==> src/rtl/pcie_c4_1x_rst_pkg.sv <==
// pcie_c4_1x_rst_pkg
//   Shared definitions for the 1x chaining-DMA application reset sequencer:
//   the sequencer state encoding and the shortened simulation timing values
//   that replace GAP/TIMEOUT when test_sim is asserted.
package pcie_c4_1x_rst_pkg;

  // Sequencer states, encoded as fixed 2-bit values so waveforms and any
  // legacy tooling that decodes the state register see stable numbers.
  typedef enum logic [1:0] {
    ST_HOLD    = 2'd0,
    ST_RELEASE = 2'd1,
    ST_RUN     = 2'd2,
    ST_DRAIN   = 2'd3
  } seq_state_t;

  // Simulation-mode replacements for the release gap and the drain timeout.
  localparam int SIM_GAP     = 2;
  localparam int SIM_TIMEOUT = 32;

endpackage

==> src/rtl/pcie_c4_1x_rst_sync.sv <==
// pcie_c4_1x_rst_sync
//   Two-flop synchronizer that brings the HIP app_rstn into the pld_clk
//   domain. Clearing under rst forces the synchronized output low, so the
//   sequencer always treats a block reset as "application in reset".
// Ports:
//   clk  in  sampling clock
//   rst  in  asynchronous active-high clear
//   d    in  asynchronous input
//   q    out synchronized output (two clk edges of latency)
module pcie_c4_1x_rst_sync (
  input  logic clk,
  input  logic rst,
  input  logic d,
  output logic q
);

  logic meta;

  // Plain two-stage shift; the first stage may go metastable and is given a
  // full cycle to resolve before anything downstream looks at it.
  always_ff @(posedge clk or posedge rst) begin
    if (rst) begin
      meta <= 1'b0;
      q    <= 1'b0;
    end else begin
      meta <= d;
      q    <= meta;
    end
  end

endmodule

==> src/rtl/pcie_c4_1x_app_rst_seq.sv <==
// pcie_c4_1x_app_rst_seq
//   Application-side reset sequencer. Releases NDOM application reset domains
//   one at a time (index order, GAP cycles apart) after app_rstn rises, and on
//   app_rstn falling asks every released domain to quiesce, waits for all of
//   them to acknowledge (or for TIMEOUT cycles), then resets them together.
// Ports:
//   pld_clk      in   application clock
//   rst          in   asynchronous active-high block reset
//   app_rstn     in   active-low application reset from the HIP (async)
//   test_sim     in   selects short simulation timing (GAP=2, TIMEOUT=32)
//   quiesce_req  out  per-domain request to stop issuing traffic
//   quiesce_ack  in   per-domain idle indication (level)
//   dom_rstn     out  per-domain active-low reset
//   rst_busy     out  high whenever the sequencer is not in RUN
//   timed_out    out  sticky: last drain ended by timeout
module pcie_c4_1x_app_rst_seq
  import pcie_c4_1x_rst_pkg::*;
#(
  parameter int NDOM    = 4,
  parameter int GAP     = 16,
  parameter int TIMEOUT = 1024
) (
  input  logic            pld_clk,
  input  logic            rst,
  input  logic            app_rstn,
  input  logic            test_sim,
  output logic [NDOM-1:0] quiesce_req,
  input  logic [NDOM-1:0] quiesce_ack,
  output logic [NDOM-1:0] dom_rstn,
  output logic            rst_busy,
  output logic            timed_out
);

  // The counter must cover the longest of the normal and simulation periods.
  localparam int MAX_GT  = (GAP > TIMEOUT) ? GAP : TIMEOUT;
  localparam int CNT_MAX = (MAX_GT > SIM_TIMEOUT) ? MAX_GT : SIM_TIMEOUT;
  localparam int CNTW    = $clog2(CNT_MAX);
  localparam int IDXW    = (NDOM > 1) ? $clog2(NDOM) : 1;

  localparam logic [CNTW-1:0] GAP_LAST     = CNTW'(GAP - 1);
  localparam logic [CNTW-1:0] TO_LAST      = CNTW'(TIMEOUT - 1);
  localparam logic [CNTW-1:0] SIM_GAP_LAST = CNTW'(SIM_GAP - 1);
  localparam logic [CNTW-1:0] SIM_TO_LAST  = CNTW'(SIM_TIMEOUT - 1);
  localparam logic [IDXW-1:0] IDX_LAST     = IDXW'(NDOM - 1);
  localparam logic [NDOM-1:0] DOM_ONE      = NDOM'(1);

  seq_state_t      state;
  logic [CNTW-1:0] cnt;
  logic [IDXW-1:0] idx;
  logic            app_rstn_s;
  logic            done_r;
  logic [CNTW-1:0] gap_last;
  logic [CNTW-1:0] to_last;
  logic            all_done;

  pcie_c4_1x_rst_sync u_sync (
    .clk (pld_clk),
    .rst (rst),
    .d   (app_rstn),
    .q   (app_rstn_s)
  );

  // Terminal counts for the current timing mode. A domain that was never
  // asked to quiesce counts as done, so its ack line is don't-care.
  always_comb begin
    gap_last = test_sim ? SIM_GAP_LAST : GAP_LAST;
    to_last  = test_sim ? SIM_TO_LAST  : TO_LAST;
    all_done = &(quiesce_ack | ~quiesce_req);
  end

  // Main sequencer. done_r registers the drain-complete condition, so the
  // domains are reset one edge after the edge that samples all acks; it is
  // cleared on DRAIN entry so a stale value can never end a fresh drain.
  always_ff @(posedge pld_clk or posedge rst) begin
    if (rst) begin
      state       <= ST_HOLD;
      dom_rstn    <= '0;
      quiesce_req <= '0;
      rst_busy    <= 1'b1;
      timed_out   <= 1'b0;
      cnt         <= '0;
      idx         <= '0;
      done_r      <= 1'b0;
    end else begin
      case (state)
        ST_HOLD: begin
          if (app_rstn_s) begin
            state <= ST_RELEASE;
            cnt   <= '0;
            idx   <= '0;
          end
        end

        ST_RELEASE: begin
          if (!app_rstn_s) begin
            // Abort the release; only the domains already out of reset drain.
            state       <= ST_DRAIN;
            quiesce_req <= dom_rstn;
            cnt         <= '0;
            timed_out   <= 1'b0;
            done_r      <= 1'b0;
          end else if (cnt == gap_last) begin
            dom_rstn <= dom_rstn | (DOM_ONE << idx);
            cnt      <= '0;
            if (idx == IDX_LAST) begin
              state    <= ST_RUN;
              rst_busy <= 1'b0;
            end else begin
              idx <= idx + 1'b1;
            end
          end else begin
            cnt <= cnt + 1'b1;
          end
        end

        ST_RUN: begin
          if (!app_rstn_s) begin
            state       <= ST_DRAIN;
            quiesce_req <= dom_rstn;
            cnt         <= '0;
            timed_out   <= 1'b0;
            done_r      <= 1'b0;
            rst_busy    <= 1'b1;
          end
        end

        ST_DRAIN: begin
          // app_rstn_s is deliberately ignored here: a drain always finishes
          // and HOLD then decides whether to start a fresh release.
          done_r <= all_done;
          if (done_r || (cnt == to_last)) begin
            dom_rstn    <= '0;
            quiesce_req <= '0;
            timed_out   <= ~done_r;
            done_r      <= 1'b0;
            state       <= ST_HOLD;
          end else begin
            cnt <= cnt + 1'b1;
          end
        end

        default: state <= ST_HOLD;
      endcase
    end
  end

endmodule

==> config.mk <==
export PLATFORM = sky130hd
export DESIGN_NAME = pcie_c4_1x_app_rst_seq
export DESIGN_NICKNAME = d
export VERILOG_FILES = /design/src/rtl/pcie_c4_1x_rst_pkg.sv /design/src/rtl/pcie_c4_1x_rst_sync.sv /design/src/rtl/pcie_c4_1x_app_rst_seq.sv
export SDC_FILE = /design/constraint.sdc
export NUM_CORES = 1
export LEC_CHECK = 0
export CAP_MARGIN = 20
export CORE_MARGIN = 8
export CORE_UTILIZATION = 60
export DETAILED_ROUTE_END_ITERATION = 8
export GPL_TIMING_DRIVEN = 0
export PLACE_DENSITY = 0.84
export SETUP_SLACK_MARGIN = 0.3
export SYNTH_ARGS = -nofsm -noshare
export SYNTH_HDL_FRONTEND = slang
export SYNTH_SLANG_ARGS = --single-unit
==> constraint.sdc <==
create_clock -name pld_clk -period 4.4 [get_ports pld_clk]
set_clock_uncertainty 0.1 [all_clocks]
set_input_delay 0.88 -clock pld_clk [delete_from_list [all_inputs] [get_ports pld_clk]]
set_output_delay 0.88 -clock pld_clk [all_outputs]
set_load 0.01 [all_outputs]
==> impl_results.md, run 1 <==
* Status: complete, no violations
* CP max FO at 8
* Commonest cells after routing, fill and taps aside: dfrtp_1, nor2_1, clkdlybuf4s50_1
* Number of vias per cell at 6.63
* Slew margin rel. at 0.525
* Most used DFF post-synth: dfrtp_1
* Multi-input logic area at 952 um2
* Critical path class: in -> reg
* Syn Inst Count at approximately 180
* Clock tree from TritonCTS: done
* Setup bufs post-CTS at 0
* Ys Warns at 0
* Fmax at 348 MHz
* Share of layout cells above drive strength 1 at 0.114
* Core box area at 2710 um2
* Total Wirelength at slightly above 4 mm
* Die X at 69 um
* Net Count, Synth at approximately 200
* Hold Crit Class: reg -> reg
* CTS Buf Count at 3
* Wire length per cell at 17.5 um
* Worst skew pair latency at 0.33 ns
* Commonest non-fill, non-tap cell in the layout: dfrtp_1
* Row count at 19
* Power Dens Cells at 566 nW/um2
* Vias in the first global route at 1512
* Seq/Total Area, Yosys at 0.402
* Total congestion overflow at 0
* Starting density of the core at 0.622
* Resized Gates After CTS at 0
* Critical Path Source Type: primary input
* Post-layout net count at 219
* Pleak at ~0.83 nW
* Sum Neg Setup Slack at 0 ns
* Tcrit/Tclk final at 0.652
* Boundary Pins at 18
* # setup viols final at 0
* IO Port Bufs at 17
* Fin. Hold Viols at 0
* Die H at 69 um
* Post-synth EDFFs at 0
* Vias at 1539
* Area Growth Syn to Fin at 14.8%
* Max Root-Sink Buffers at 2
* Register Area at 677 um2
* Max-slew violation count at 0
* Final min period at 2.87 ns
* Async set-or-reset flop fraction in the synthesized netlist at 1.00
* RSZ-0062 raised after global routing: false
* Syn Area/Cell at 9.42 um2
* FILL cells at roughly 210
* Die footprint at 4760 um2
* DPL Wire Length at 3.01 mm
* Total GRT Usage at 0.163
* Antenna cells at 0
* Max-Cap Viols at 0
* Largest net degree at the start of global routing at 28
* Synthesis-stage register bit count at 27
* Total power at 1.10 mW
* Antenna Nets Post-Route at 0
* Worst VDD drop at 516 uV
* Critical Path RT at 4.53 ns
* CP arrival at 3.00 ns
* Pin slew with the least headroom to its limit at 0.713 ns
* First DRT Iteration DRCs at 157
* CTS clk-pin slew, worst paths at 0.15 ns
* Routability cong. at 0.939
* H-tree levels at 1
* Clk sinks at 27
* Crit end category: flip-flop
* # DRC at 0
* Initial antenna violation count at 0
* Cell Area, Synth at 1690 um2
* Unique masters post-synth at 43
* Hold_buf cts at 0
* First-pass GRT wire length at 6.80 mm
* First-pass DRT Iterations at 4
* Root Buffer: clkbuf_4
[worst max-delay path, cell delays in order]
cell,delay [ns]
clkdlybuf4s50_1,0.54
or4b_4,0.50
a211oi_4,0.45
o21ai_2,0.20
nor2_1,0.34
nor2_1,0.10
[registers in the layout, summed over array words and instances (netlist names)]
signal,cells
cnt,10
dom_rstn,4
done_r,1
idx,2
quiesce_req,4
rst_busy,1
state,2
timed_out,1
u_sync.meta,1
u_sync.q,1
[cells by family (layout without fill, tap and decap cells)]
kind of cell,after synthesis,in the layout,share of synthesized area
AND/OR/NAND/NOR,65,65,0.206
multiplexers,5,5,0.0319
AO/OA/AOI/OAI,55,55,0.245
flip-flops,27,27,0.402
buffers and inverters,15,37,0.0334
XOR/XNOR,3,3,0.0156
adder cells (fa/ha/maj),9,9,0.0668
[routing by layer]
layer / global-route usage / part of all wire / up-vias
met3: 0.0343 / 0.075 / 22
met1: 0.199 / 0.42 / 728
met4: 0.0729 / 0.035 / 0
met5: 0 / 0 / -
met2: 0.269 / 0.47 / 81
li1: - / - / 708
[metrics by stage]
stage | utilization | cells | setup slack, ns | instance area [um2] | hold WS [ns]
global route | 0.714 | 232 | 1.42 | 1940 | 0.285
finish | 0.714 | 232 | 1.53 | 1940 | 0.271
detailed placement | 0.699 | 227 | 1.20 | 1890 | 0.239
CTS | 0.709 | 231 | 1.57 | 1920 | 0.271
floorplan | - | 179 | 1.96 | 1690 | 0.231
global placement | 0.699 | 227 | 1.26 | 1890 | 0.235
[report_power, final]
part | switching, mW | internal, mW
registers | 0.0489 | 0.309
logic | 0.365 | 0.259
clock network | 0.0764 | 0.0357
[cell usage after synthesis, types with 4 or more instances]
| cell | instances | area [um2] |
|---|---|---|
| dfrtp_1 | 26 | 651 |
| nand2_1 | 13 | 48.8 |
| clkbuf_1 | 5 | 18.8 |
| ha_1 | 9 | 113 |
| nand3_1 | 4 | 20.0 |
| nand4_1 | 5 | 31.3 |
| nor3_1 | 4 | 20.0 |
| nand2b_1 | 5 | 31.3 |
| a22o_1 | 5 | 43.8 |
| inv_1 | 10 | 37.5 |
| nor2_1 | 20 | 75.1 |
| a31o_2 | 4 | 35.0 |
| a21oi_1 | 10 | 50.1 |
| a41oi_1 | 4 | 35.0 |
| o211ai_1 | 4 | 30.0 |
[path summary, 6_finish.rpt]
kind | startpoint | end | slack (ns) | cells after the start
hold / removal | u_sync.meta | u_sync.q | 0.27 | 0
min in group asynchronous | rst | cnt[6] | 0.78 | 2
setup reg to reg | state[1] | cnt[6] | 1.94 | 7
setup / recovery | test_sim | cnt[4] | 1.53 | 6
max in group asynchronous | rst | rst_busy | 2.85 | 3
hold reg to reg | u_sync.meta | u_sync.q | 0.27 | 0
[layout make-up]
type,count,share of cell area
multi-input cells,137,0.492
flip-flops and latches,27,0.350
repair buffers,18,0.0957
well taps,31,0.0200
inverters,10,0.0194
clock buffers,4,0.0136
plain buffers,5,0.00970
Note: power is estimated with default switching activity, not from simulation.
==> run 2, diff against run 1 <==
CORE_UTILIZATION = 50   (was 60)
PLACE_DENSITY = 0.75   (was 0.84)
clock period = 2.4 ns   (was 4.4 ns; I/O delays follow)
==> impl_results.md, run 2 (synthesized netlist as in run 1, its figures left out) <==
* CP max FO at 7 (was 8)
* CP startpoint: cnt[1] (was test_sim)
* CTS Buf Count at 3 (unchanged)
* Power Dens Cells at 1050 nW/um2 (was 566 nW/um2)
* Final Worst Setup Slack at 0.291 ns (was 1.53 ns)
* Total power at 2.33 mW (was 1.10 mW)
* Slew margin rel. at 0.632 (was 0.525)
* DPL Wire Length at 2.91 mm (was 3.01 mm)
* Boundary Pins at 18 (unchanged)
* Share of layout cells above drive strength 1 at 0.276 (was 0.114)
* Wire length per cell at 16.8 um (was 17.5 um)
* Total Wirelength at 4.43 mm (was 4.05 mm)
* Crit-path leading delay family: simple AND/OR/NAND/NOR gates (unchanged)
* CP max stage delay at 0.55 ns (was 0.54 ns)
* CP arrival at 2.25 ns (was 3.00 ns)
* Starting density of the core at 0.513 (was 0.622)
* Finished Layout Cells at 263 (was 232)
* First-pass DRT Iterations at 6 (was 4)
* Routability cong. at 0.877 (was 0.939)
* Fmax at 474 MHz
* First DRT Iteration DRCs at 95 (was 157)
* Status: finished with violations (was complete, no violations)
* Worst skew pair latency at 0.35 ns (was 0.33 ns)
* Root Buffer: clkbuf_4 (unchanged)
* Fin util at 0.674 (was 0.714)
* Pleak at 0.937 nW (was 0.826 nW)
* Antenna Nets Post-Route at 0 (unchanged)
* Die footprint at 5480 um2 (was 4760 um2)
* Reg with most FFs: cnt (unchanged)
* RR Endpoint: state[1] (was cnt[6])
* # setup viols final at 0 (unchanged)
* Commonest non-fill, non-tap cell in the layout: dfrtp_1 (unchanged)
* Die H at 74.1 um (was 69 um)
* Total GRT Usage at 0.160 (was 0.163)
* Post-layout net count at 235 (was 219)
* Vias in the first global route at 1500 (was 1512)
* Hold Crit Class: in -> async (was reg -> reg)
* Largest net degree at the start of global routing at 28 (unchanged)
* Max reg flops at 10 (unchanged)
* Crit end category: flip-flop (unchanged)
* Stages on the worst setup path at 6 (unchanged)
* Commonest cells after routing, fill and taps aside: dfrtp_1, nor2_1, clkdlybuf4s50_1 (unchanged)
* CTS clk-pin slew, worst paths at 0.15 ns (about the same)
* Final min period at roughly 2.1 ns
* Pin slew with the least headroom to its limit at 0.552 ns (was 0.713 ns)
* First-pass GRT wire length at 6.87 mm (was 6.80 mm)
* Reg2Reg Depth at 6 (was 7)
* Initial antenna violation count at 0 (unchanged)
* Max-Cap Viols at 0 (unchanged)
* Critical path class: reg -> reg (was in -> reg)
* Critical path's slowest cell: or4b_4 (was clkdlybuf4s50_1)
* CP endpoint: state[1] (was cnt[4])
* IO Port Bufs at 17 (unchanged)
* Fin. Hold Viols at 0 (unchanged)
* Critical Path RT at 2.54 ns (was 4.53 ns)
* Sum Neg Setup Slack at 0 ns (unchanged)
* Clk sinks at 27 (unchanged)
* Row count at 21 (was 19)
* Max Root-Sink Buffers at 2 (unchanged)
* # DRC at 1 (was 0)
* Bufs and invs on worst path at 1 (unchanged)
* Clock tree from TritonCTS: done (unchanged)
* Most used cell, CP: nor2_1 (unchanged)
* Total congestion overflow at 0 (unchanged)
* Place WS at -0.383 ns (was 1.20 ns)
* Antenna cells at 0 (unchanged)
* Max-slew violation count at 0 (unchanged)
* Top flop regs: cnt x10, dom_rstn x4, quiesce_req x4 (unchanged)
* Critical Path Source Type: flip-flop (was primary input)
* RSZ-0062 raised after global routing: true (was false)
* H-tree levels at 1 (unchanged)
* Crit-path cells: or4b_4 -> a211oi_4 -> buf_6 -> nor2_1 -> nor2_1 -> mux2_4 (was clkdlybuf4s50_1 -> or4b_4 -> a211oi_4 -> o21ai_2 -> nor2_1 -> nor2_1)
* Cells after DPL at 242 (was 227)
* Core box area at 3280 um2 (was 2710 um2)
* Tcrit/Tclk final at 0.879
* R2R setup slack at 0.29 ns (was 1.94 ns)
* Critical R2R Launch: cnt[1] (was state[1])
* Area Growth Syn to Fin at 31.4% (was 14.8%)
* Vias at 1577 (was 1539)
* Die X at 74.1 um (was 69 um)
* Number of vias per cell at 6.00 (was 6.63)
* Failing checks: design-rule violations
* Worst VDD drop at 404 uV (was 516 uV)
[run 2: cell count changes in the layout (fill, tap and decap cells not counted), sizes merged]
cell | previous run | this run
clkbuf | 9 | 7
dlygate4sd2 | 0 | 1
clkinv | 0 | 1
buf | 1 | 17
clkdlybuf4s50 | 17 | 16
o21ai | 8 | 9
[run 2: timing repair]
item	in CTS	in global routing
buffers inserted	7	8
pin swaps	2	10
resized for setup	20	18
gates cloned	1	0
hold buffers	0	0
endpoints found under the setup margin	24	21
[run 2: final cells by class]
class,count,area (um2)
fill,240,1070
clock inverter,1,5.00
timing repair buffer,33,313
sequential,27,682
buffer,5,31.3
multi-input combinational,138,1070
inverter,10,37.5
clock buffer,3,22.5
tap,46,57.6
[run 2: worst reg2reg max path, delay by kind of cell, from the launching register on]
family,cells,cell delay [ns]
mux,1,0.31
flops,1,0.41
buf+inv,1,0.17
simple gates,3,0.75
compound gates,1,0.26
[run 2: power by group]
| part | leakage (nW) | switching (mW) | internal, mW |
|---|---|---|---|
| combinational | 0.570 | 0.778 | 0.684 |
| clock | 0.0177 | 0.146 | 0.0630 |
| sequential | 0.348 | 0.0913 | 0.569 |
[run 2: routing by layer]
layer,up-vias,GRT usage,routed length (um),part of all wire
met5,-,0,0,0
met4,0,0.0732,125,0.028
met3,15,0.0256,207,0.047
met2,50,0.291,2290,0.52
met1,768,0.177,1800,0.41
li1,744,-,-,-
[run 2: through the flow]
stage                     hold slack [ns]  instance area, um2
after floorplan                     0.231                1690
after global placement              0.231                1910
after detailed placement            0.237                1910
after CTS                           0.270                2070
after global routing                0.250                2210
final                               0.222                2210
[run 2: worst min-delay path by stage]
stage                            from             end  cells past startpoint
after CTS                 u_sync.meta        u_sync.q                      0
after global placement    u_sync.meta        u_sync.q                      0
final                             rst  quiesce_req[0]                      2
after detailed placement  u_sync.meta        u_sync.q                      0
after floorplan           u_sync.meta        u_sync.q                      0
after global routing              rst  quiesce_req[0]                      2
